File: src/rtl/lc3b_microsequencer.sv
// ----------------------------------------------------------------------------
// lc3b_microsequencer
//
// Purpose:
//   Control-unit state sequencer for the LC-3b. It walks the fetch loop
//   (18 -> 19 -> 33 -> 35 -> 32), dispatches on IR[15:12] in state 32 and then
//   runs the per-opcode execute path before returning to 18. Memory wait states
//   can time out into a terminal error state (63). Unsupported opcodes are
//   funnelled through illegal state 10 or 11. An interrupt check at state 18
//   can be enabled.
//
// Parameters:
//   STATE_W     width of stateID (>= 6)
//   MEM_TIMEOUT cycles allowed with R=0 in a memory state; 0 = wait forever
//   INT_EN      1 = state 18 may branch to 49 on int_req
//
// Ports:
//   clk        in   rising-edge clock
//   reset      in   asynchronous active-low reset (state -> 18)
//   R          in   memory ready
//   ir_op      in   IR[15:12], valid from state 32 onward
//   ir11       in   IR[11], JSR (1) vs JSRR (0)
//   ben        in   branch enable, valid in state 0
//   int_req    in   level interrupt request, sampled only in state 18
//   stateID    out  current microstate (the FSM state register itself)
//   int_ack    out  high while in state 49
//   illegal_op out  high while in state 10 or 11
//   mem_err    out  high while in state 63 (terminal until reset)
//
// Every output is decoded from the state register alone, so all of them are
// glitch-free with respect to the inputs and change only on a clock edge or
// on reset.
// ----------------------------------------------------------------------------
module lc3b_microsequencer #(
    parameter int STATE_W     = 6,
    parameter int MEM_TIMEOUT = 0,
    parameter int INT_EN      = 0
) (
    input  logic               clk,
    input  logic               reset,
    input  logic               R,
    input  logic [3:0]         ir_op,
    input  logic               ir11,
    input  logic               ben,
    input  logic               int_req,
    output logic [STATE_W-1:0] stateID,
    output logic               int_ack,
    output logic               illegal_op,
    output logic               mem_err
);

    // Microstate encodings
    localparam logic [STATE_W-1:0] S_BR      = STATE_W'(0);
    localparam logic [STATE_W-1:0] S_ADD     = STATE_W'(1);
    localparam logic [STATE_W-1:0] S_JSR     = STATE_W'(4);
    localparam logic [STATE_W-1:0] S_AND     = STATE_W'(5);
    localparam logic [STATE_W-1:0] S_LDW     = STATE_W'(6);
    localparam logic [STATE_W-1:0] S_STW     = STATE_W'(7);
    localparam logic [STATE_W-1:0] S_XOR     = STATE_W'(9);
    localparam logic [STATE_W-1:0] S_ILL_A   = STATE_W'(10);
    localparam logic [STATE_W-1:0] S_ILL_B   = STATE_W'(11);
    localparam logic [STATE_W-1:0] S_JMP     = STATE_W'(12);
    localparam logic [STATE_W-1:0] S_SHF     = STATE_W'(13);
    localparam logic [STATE_W-1:0] S_LEA     = STATE_W'(14);
    localparam logic [STATE_W-1:0] S_TRAP    = STATE_W'(15);
    localparam logic [STATE_W-1:0] S_STW_MEM = STATE_W'(16);
    localparam logic [STATE_W-1:0] S_FETCH   = STATE_W'(18);
    localparam logic [STATE_W-1:0] S_MAR_PC  = STATE_W'(19);
    localparam logic [STATE_W-1:0] S_JSRR    = STATE_W'(20);
    localparam logic [STATE_W-1:0] S_JSR_PC  = STATE_W'(21);
    localparam logic [STATE_W-1:0] S_BR_TAKE = STATE_W'(22);
    localparam logic [STATE_W-1:0] S_STW_MDR = STATE_W'(23);
    localparam logic [STATE_W-1:0] S_LDW_MEM = STATE_W'(25);
    localparam logic [STATE_W-1:0] S_LDW_DR  = STATE_W'(27);
    localparam logic [STATE_W-1:0] S_TRAP_MEM= STATE_W'(28);
    localparam logic [STATE_W-1:0] S_TRAP_PC = STATE_W'(30);
    localparam logic [STATE_W-1:0] S_DECODE  = STATE_W'(32);
    localparam logic [STATE_W-1:0] S_IFETCH  = STATE_W'(33);
    localparam logic [STATE_W-1:0] S_IR_LOAD = STATE_W'(35);
    localparam logic [STATE_W-1:0] S_INT     = STATE_W'(49);
    localparam logic [STATE_W-1:0] S_MEM_ERR = STATE_W'(63);

    // Wait counter sized to hold MEM_TIMEOUT; one bit when timeouts are off.
    localparam int CNT_W   = (MEM_TIMEOUT > 0) ? $clog2(MEM_TIMEOUT + 1) : 1;
    localparam int LIMIT_I = (MEM_TIMEOUT > 0) ? (MEM_TIMEOUT - 1) : 0;
    localparam logic [CNT_W-1:0] LIMIT = CNT_W'(LIMIT_I);

    logic [STATE_W-1:0] r_state;
    logic [STATE_W-1:0] w_next;
    logic [CNT_W-1:0]   r_cnt;
    logic               w_is_wait;
    logic               w_timeout;

    assign w_is_wait = (r_state == S_IFETCH) || (r_state == S_LDW_MEM) ||
                       (r_state == S_STW_MEM) || (r_state == S_TRAP_MEM);

    // Timeout fires on the cycle the counter sits at the limit with R still
    // low; R=1 on that same cycle wins because each wait state tests R first.
    assign w_timeout = (MEM_TIMEOUT > 0) && (r_cnt == LIMIT) && !R;

    // State register
    always_ff @(posedge clk or negedge reset) begin
        if (!reset) begin
            r_state <= S_FETCH;
        end else begin
            r_state <= w_next;
        end
    end

    // Wait counter: counts R=0 cycles while remaining in one wait state and
    // clears whenever the state is left or entered. Staying implies the limit
    // was not yet reached, so the increment can never wrap.
    always_ff @(posedge clk or negedge reset) begin
        if (!reset) begin
            r_cnt <= '0;
        end else if ((MEM_TIMEOUT > 0) && w_is_wait && (w_next == r_state)) begin
            r_cnt <= r_cnt + CNT_W'(1);
        end else begin
            r_cnt <= '0;
        end
    end

    // Next-state logic
    always_comb begin
        w_next = S_FETCH;
        case (r_state)
            S_FETCH:    w_next = ((INT_EN != 0) && int_req) ? S_INT : S_MAR_PC;
            S_INT:      w_next = S_FETCH;
            S_MAR_PC:   w_next = S_IFETCH;
            S_IFETCH:   w_next = R ? S_IR_LOAD : (w_timeout ? S_MEM_ERR : S_IFETCH);
            S_IR_LOAD:  w_next = S_DECODE;
            S_DECODE: begin
                case (ir_op)
                    4'd0, 4'd1, 4'd4, 4'd5, 4'd6, 4'd7, 4'd9,
                    4'd12, 4'd13, 4'd14, 4'd15: w_next = STATE_W'(ir_op);
                    4'd11:                      w_next = S_ILL_B;
                    // RTI and the byte loads/stores share the illegal path.
                    default:                    w_next = S_ILL_A;
                endcase
            end
            S_BR:       w_next = ben ? S_BR_TAKE : S_FETCH;
            S_JSR:      w_next = ir11 ? S_JSR_PC : S_JSRR;
            S_LDW:      w_next = S_LDW_MEM;
            S_LDW_MEM:  w_next = R ? S_LDW_DR : (w_timeout ? S_MEM_ERR : S_LDW_MEM);
            S_STW:      w_next = S_STW_MDR;
            S_STW_MDR:  w_next = S_STW_MEM;
            S_STW_MEM:  w_next = R ? S_FETCH : (w_timeout ? S_MEM_ERR : S_STW_MEM);
            S_TRAP:     w_next = S_TRAP_MEM;
            S_TRAP_MEM: w_next = R ? S_TRAP_PC : (w_timeout ? S_MEM_ERR : S_TRAP_MEM);
            S_MEM_ERR:  w_next = S_MEM_ERR;
            S_ADD, S_AND, S_XOR, S_JMP, S_SHF, S_LEA, S_ILL_A, S_ILL_B,
            S_BR_TAKE, S_JSR_PC, S_JSRR, S_LDW_DR, S_TRAP_PC:
                        w_next = S_FETCH;
            // Unencoded values (including any nonzero upper bits) recover to fetch.
            default:    w_next = S_FETCH;
        endcase
    end

    // Output decode
    always_comb begin
        stateID    = r_state;
        int_ack    = (r_state == S_INT);
        illegal_op = (r_state == S_ILL_A) || (r_state == S_ILL_B);
        mem_err    = (r_state == S_MEM_ERR);
    end

endmodule

File: config.mk
export PLATFORM = sky130hd
export DESIGN_NAME = lc3b_microsequencer
export DESIGN_NICKNAME = d
export VERILOG_FILES = /design/src/rtl/lc3b_microsequencer.sv
export SDC_FILE = /design/constraint.sdc
export NUM_CORES = 1
export LEC_CHECK = 0
export CAP_MARGIN = 5
export CORE_MARGIN = 3
export CORE_UTILIZATION = 25
export DETAILED_ROUTE_END_ITERATION = 8
export PLACE_DENSITY = 0.45
export SYNTH_ARGS = -nofsm -noshare
export SYNTH_HDL_FRONTEND = slang
export SYNTH_SLANG_ARGS = --single-unit
File: constraint.sdc
create_clock -name clk -period 1.81 [get_ports clk]
set_clock_uncertainty 0.05 [all_clocks]
set_input_delay 0.181 -clock clk [delete_from_list [all_inputs] [get_ports clk]]
set_output_delay 0.181 -clock clk [all_outputs]
set_load 0.02 [all_outputs]
### Word level (Yosys, flattened, before mapping)

Cells that the tools add are included.

| operators by class | value |
|---|---|
| $add $sub $neg | 0 |
| $mul | 0 |
| divide/modulo/power cells | 0 |
| magnitude comparators | 0 |
| eq/ne operators | 28 |
| shift-type cells | 0 |
| multiplexer cells | 8 |
| bitwise logic cells | 0 |
| reduce and logical (&&, ||, !) cells | 4 |

Operator list:

| cell | number |
|---|---|
| 6-bit one-hot mux with 15 select lines | 1 |
| 6-bit by 5-bit == test with 1-bit output, second input constant | 6 |
| 6-bit == test, second input constant | 5 |
| 4-bit == test, second input constant | 6 |
| 6-bit by 3-bit == test with 1-bit output, second input constant | 3 |
| 6-bit by 4-bit == test with 1-bit output, second input constant | 3 |
| 4-bit by 3-bit == test with 1-bit output, second input constant | 4 |
| 11-bit OR reduction | 1 |
| 2-bit two-way mux | 4 |
| 4-bit one-hot mux with 2 select lines | 1 |
| 6-bit logical NOT | 1 |
| 4-bit by 1-bit == test with 1-bit output, second input constant | 1 |
| 4-bit logical NOT | 1 |
| 3-bit two-way mux | 1 |
| 1-bit logical OR | 1 |
| 1-bit two-way mux | 1 |

| word-level totals | value |
|---|---|
| register bits after elaboration | 6 |
| latch bits | 0 |
| memory bits (writable) | 0 |
| bits in read-only memories | 0 |
| output and inout bits | 9 |
| word-level logic and storage cells | 41 |
| memories kept | 0 |

### Depth between registers and ports, before layout

Gate-level depths: netlist of run 1.

| logic depth | value |
|---|---|
| depth in word-level cells | 4 |
| gate-level depth with buffers | 6 |

### Least setup slack after synthesis of run 1

No wires, ideal clock.

| timing | value |
|---|---|
| path kind | reg2out |
| start point | reg r_state[2], in the netlist stateID[2] |
| end point | out int_ack |
| data arrival time | 1509 ps |
| required time | 1579 ps |
| slack | 70 ps |
| cell stages (with the launch flop) | 5 |
| path through | dfrtp_1 -> buf_4 -> buf_6 -> nor3_1 -> nor3b_1 |

| on the way | value |
|---|---|
| longest elaborated chain between the ends | 1 |

RTL lines:

| element | line | source |
|---|---|---|
| start, declared | 88 | `logic [STATE_W-1:0] r_state;` |
| start signal, assigned | 106 | `r_state <= w_next;` |
| 6-bit == test | 162 | `int_ack = (r_state == S_INT);` |
| end, declared | 47 | `output logic int_ack,` |

No other way between the ends.

### Final worst setup path of run 1

| timing | value |
|---|---|
| start point | reg r_state[4], in the netlist stateID[4] |
| end point | out illegal_op |

| on the way | value |
|---|---|
| longest elaborated chain between the ends | 2 |
| elaborated cells on any way between the ends | 3 |
| classes of those cells | eq/ne: 2; reduce/logical: 1 |

RTL lines:

| element | line | source |
|---|---|---|
| 6-bit by 4-bit == test with 1-bit output | 163 | `illegal_op = (r_state == S_ILL_A) \|\| (r_state == S_ILL_B);` |
| 1-bit logical OR * | 163 |  |
| end, declared | 48 | `output logic illegal_op,` |

Every way passes the cells marked *; elsewhere a longest branch is shown, timed or not.

==> results.json, run 1 <==
{
  "status": "completed",
  "fin_util": 0.378,
  "clock_latency_ns": 0.24,
  "synth_top_flop_cell": "dfrtp_1",
  "p_leak_nw": 0.397,
  "path_cells": "buf_6 -> nor2_1 -> and4b_1 -> dlygate4sd2_1",
  "wl_per_cell_um": 13.8,
  "yosysWarningCount": 0,
  "dp_hpwl_um": 1610,
  "cts_tree": "done",
  "wirelength_um": 2050,
  "dieWidth_um": 58.2,
  "timing.final.crit_share": 0.963,
  "avgSynthCellArea_um2": 7.41,
  "synth_commonest_cells": "13 x nand2_1, 7 x nor2_1, 6 x a21oi_1, 5 x nor3_1, 5 x o21ai_0",
  "syn-num-nets": 102,
  "largest_register_ffs": 6,
  "ys_seq_area_frac": 0.224,
  "initial_core_util": 0.268,
  "fillCellCount": 266,
  "power_frac_comb": 0.701,
  "antenna_found_initial": 0,
  "placement.io_buffers": 17,
  "tns_ns": 0,
  "syn_area_um2": 682,
  "vias_per_cell": 5.21,
  "async_reset_ff_frac": 1.00,
  "place_area_um2": 932,
  "critPathSlowestCell": "dfstp_2",
  "ys_types": 40,
  "clk_pin_slew_ns": 0.05,
  "critical_path_required_ns": 1.58,
  "synth_top_cell_area_share": 0.147,
  "gr-total-overflow": 0,
  "hold_viol": 0,
  "cts_hold_buf": 0,
  "finish.instance_area_um2": 961,
  "die_area_um2": 3390,
  "critical_path_arrival_ns": 1.51,
  "drv_cap": 0,
  "path_class": "flop to output pin",
  "p_clk_frac": 0.110,
  "power.density_nw_per_um2": 1280,
  "synth_edf_count": 0,
  "areaGrowthSynthToFinish_pct": 40.9,
  "final_nets": 130,
  "crit_path_max_fanout": 11,
  "firstDrtPassIters": 4,
  "vias": 776,
  "setup_viol": 0,
  "drtIter0Drc": 40,
  "ys_seq_elements": 6,
  "ir_worst_vdd_mv": 0.578,
  "cts_inserted_buffers": 3,
  "rsz0062_at_grt": "false",
  "relSlewSlack": 0.750,
  "switching_share": 0.468,
  "htreeDepth": 1,
  "grt_pass1_vias": 723,
  "cts_root_buffer": "clkbuf_4",
  "finalCriticalPeriod_ns": 1.74,
  "drive_gt1_frac": 0.202,
  "maxSlewViolCount": 0,
  "min_path_type": "input pin to async pin",
  "grt_pass1_wl_um": 3390,
  "clock-sinks": 6,
  "synth_top_area_cell": "dfrtp_1",
  "postCtsSetupRepairBufs": 0,
  "synthesis.instances": 92,
  "antenna_cells": 0,
  "synth.most_common_cell": "nand2_1",
  "ant_nets": 0,
  "max_freq_mhz": 574,
  "internal-power_mw": 0.654,
  "ios": 19,
  "net-switching-power_mw": 0.576,
  "core.rowCount": 18,
  "core-area_um2": 2540,
  "max-clock-path-buffers": 2,
  "pwr-share-seq": 0.189,
  "critPathLaunchType": "flop",
  "slowest_delay_ns": 0.54,
  "place.gp.congestion": 0.834,
  "die_h_um": 58.2,
  "worstSetupEndpointType": "output pin",
  "synth_top_cells_by_area": "dfrtp_1 15%, dfstp_2 7.7%, nand2_1 7.2%, a21oi_1 4.4%, nor2_1 3.9%",
  "grt_use_total": 0.131,
  "grt_max_degree": 17,
  "worstMarginPinSlew_ns": 0.371,
  "drc": 0
}
-- power by group through the flow --
stage | logic (mW) | clock network, mW | registers (mW)
floorplan | 0.506 | 0 | 0.294
global placement | 0.876 | 0 | 0.232
detailed placement | 0.861 | 0 | 0.234
CTS | 0.850 | 0.144 | 0.232
global route | 0.953 | 0.155 | 0.237
finish | 0.862 | 0.135 | 0.232
-- critical path, delay by kind of cell (launching register included) --
| kind | cells | cell delay [ns] |
|---|---|---|
| flip-flops | 1 | 0.54 |
| AND/OR/NAND/NOR | 2 | 0.26 |
| buffers and inverters | 2 | 0.47 |
-- stage by stage --
| stage | power (mW) | cells | hold WS [ns] | setup slack (ns) |
|---|---|---|---|---|
| after floorplan | 0.801 | 92 | -0.165 | 0.0702 |
| after global placement | 1.11 | 145 | 0.395 | 0.0283 |
| after detailed placement | 1.10 | 145 | 0.407 | -0.00531 |
| after CTS | 1.23 | 149 | 0.140 | 0.0115 |
| after global routing | 1.35 | 149 | 0.141 | 0.00298 |
| final | 1.23 | 149 | 0.136 | 0.0673 |
-- worst paths after layout --
path                       slack [ns]  cells after the start        from          to
max reg2reg                      0.13                      5  stateID[1]  stateID[3]
min in group clk                 0.54                      4           R  stateID[1]
max in group asynchronous        1.30                      1       reset  stateID[1]
min                              0.14                      1       reset  stateID[3]
min reg2reg                      0.58                      3  stateID[0]  stateID[5]
max                              0.07                      4  stateID[4]  illegal_op
-- layer usage --
metal | vias to the layer above | global-route usage | wire (µm)
met1 | 347 | 0.175 | 916
met4 | 0 | 0.0199 | 0
met5 | - | 0 | 0
met2 | 35 | 0.208 | 968
met3 | 0 | 0.0468 | 166
li1 | 394 | - | -
-- cell families after synthesis --
| group | Yosys count | share of synthesized area |
|---|---|---|
| DFF | 6 | 0.224 |
| AOI/OAI and AO/OA | 27 | 0.277 |
| and+or+nand+nor | 46 | 0.378 |
| buffers and inverters | 12 | 0.108 |
| xor gates and xnor gates | 1 | 0.0128 |
-- layout make-up --
cell class | instances | area (µm²) | area share
Clock buffer | 4 | 26.3 | 0.0273
Inverter | 5 | 18.8 | 0.0195
Multi-Input combinational cell | 74 | 460 | 0.479
Sequential cell | 6 | 153 | 0.159
Tap cell | 30 | 37.5 | 0.0391
Timing Repair Buffer | 30 | 265 | 0.276
-- cell usage in the layout (no fill, tap or decap), drive strengths merged --
cell type      count
dlygate4sd2        5
nor3b              2
o311ai             1
dfrtp              4
o22ai              1
and2               2
a221o              1
o21bai             2
nand2b             2
dfstp              2
clkdlybuf4s50     12
nor4b              1
a2111oi            1
o31ai              1
and4               1
and4b              1
o21ai              7
a31oi              1
buf               13
clkbuf             4
nand3              3
nor4               1
inv                5
and3               1
xor2               1
or3                3
o211a              1
and2b              1
nor2b              1
nor3               5
nand2             13
a211o              1
a311o              1
nand4              2
a21oi              6
nor2               7
o211ai             3
-- what timing repair did --
item	4_1_cts	5_1_grt
pin swaps	0	0
resized for setup	5	2
setup endpoints to repair	5	2
Power figures use the tool's default switching activity.
==> run 2: changes to the inputs <==
SLEW_MARGIN = 0   (was not set)
==> results of run 2 <==
Same layout as run 1: the final DEF is identical, and so are final timing and power.
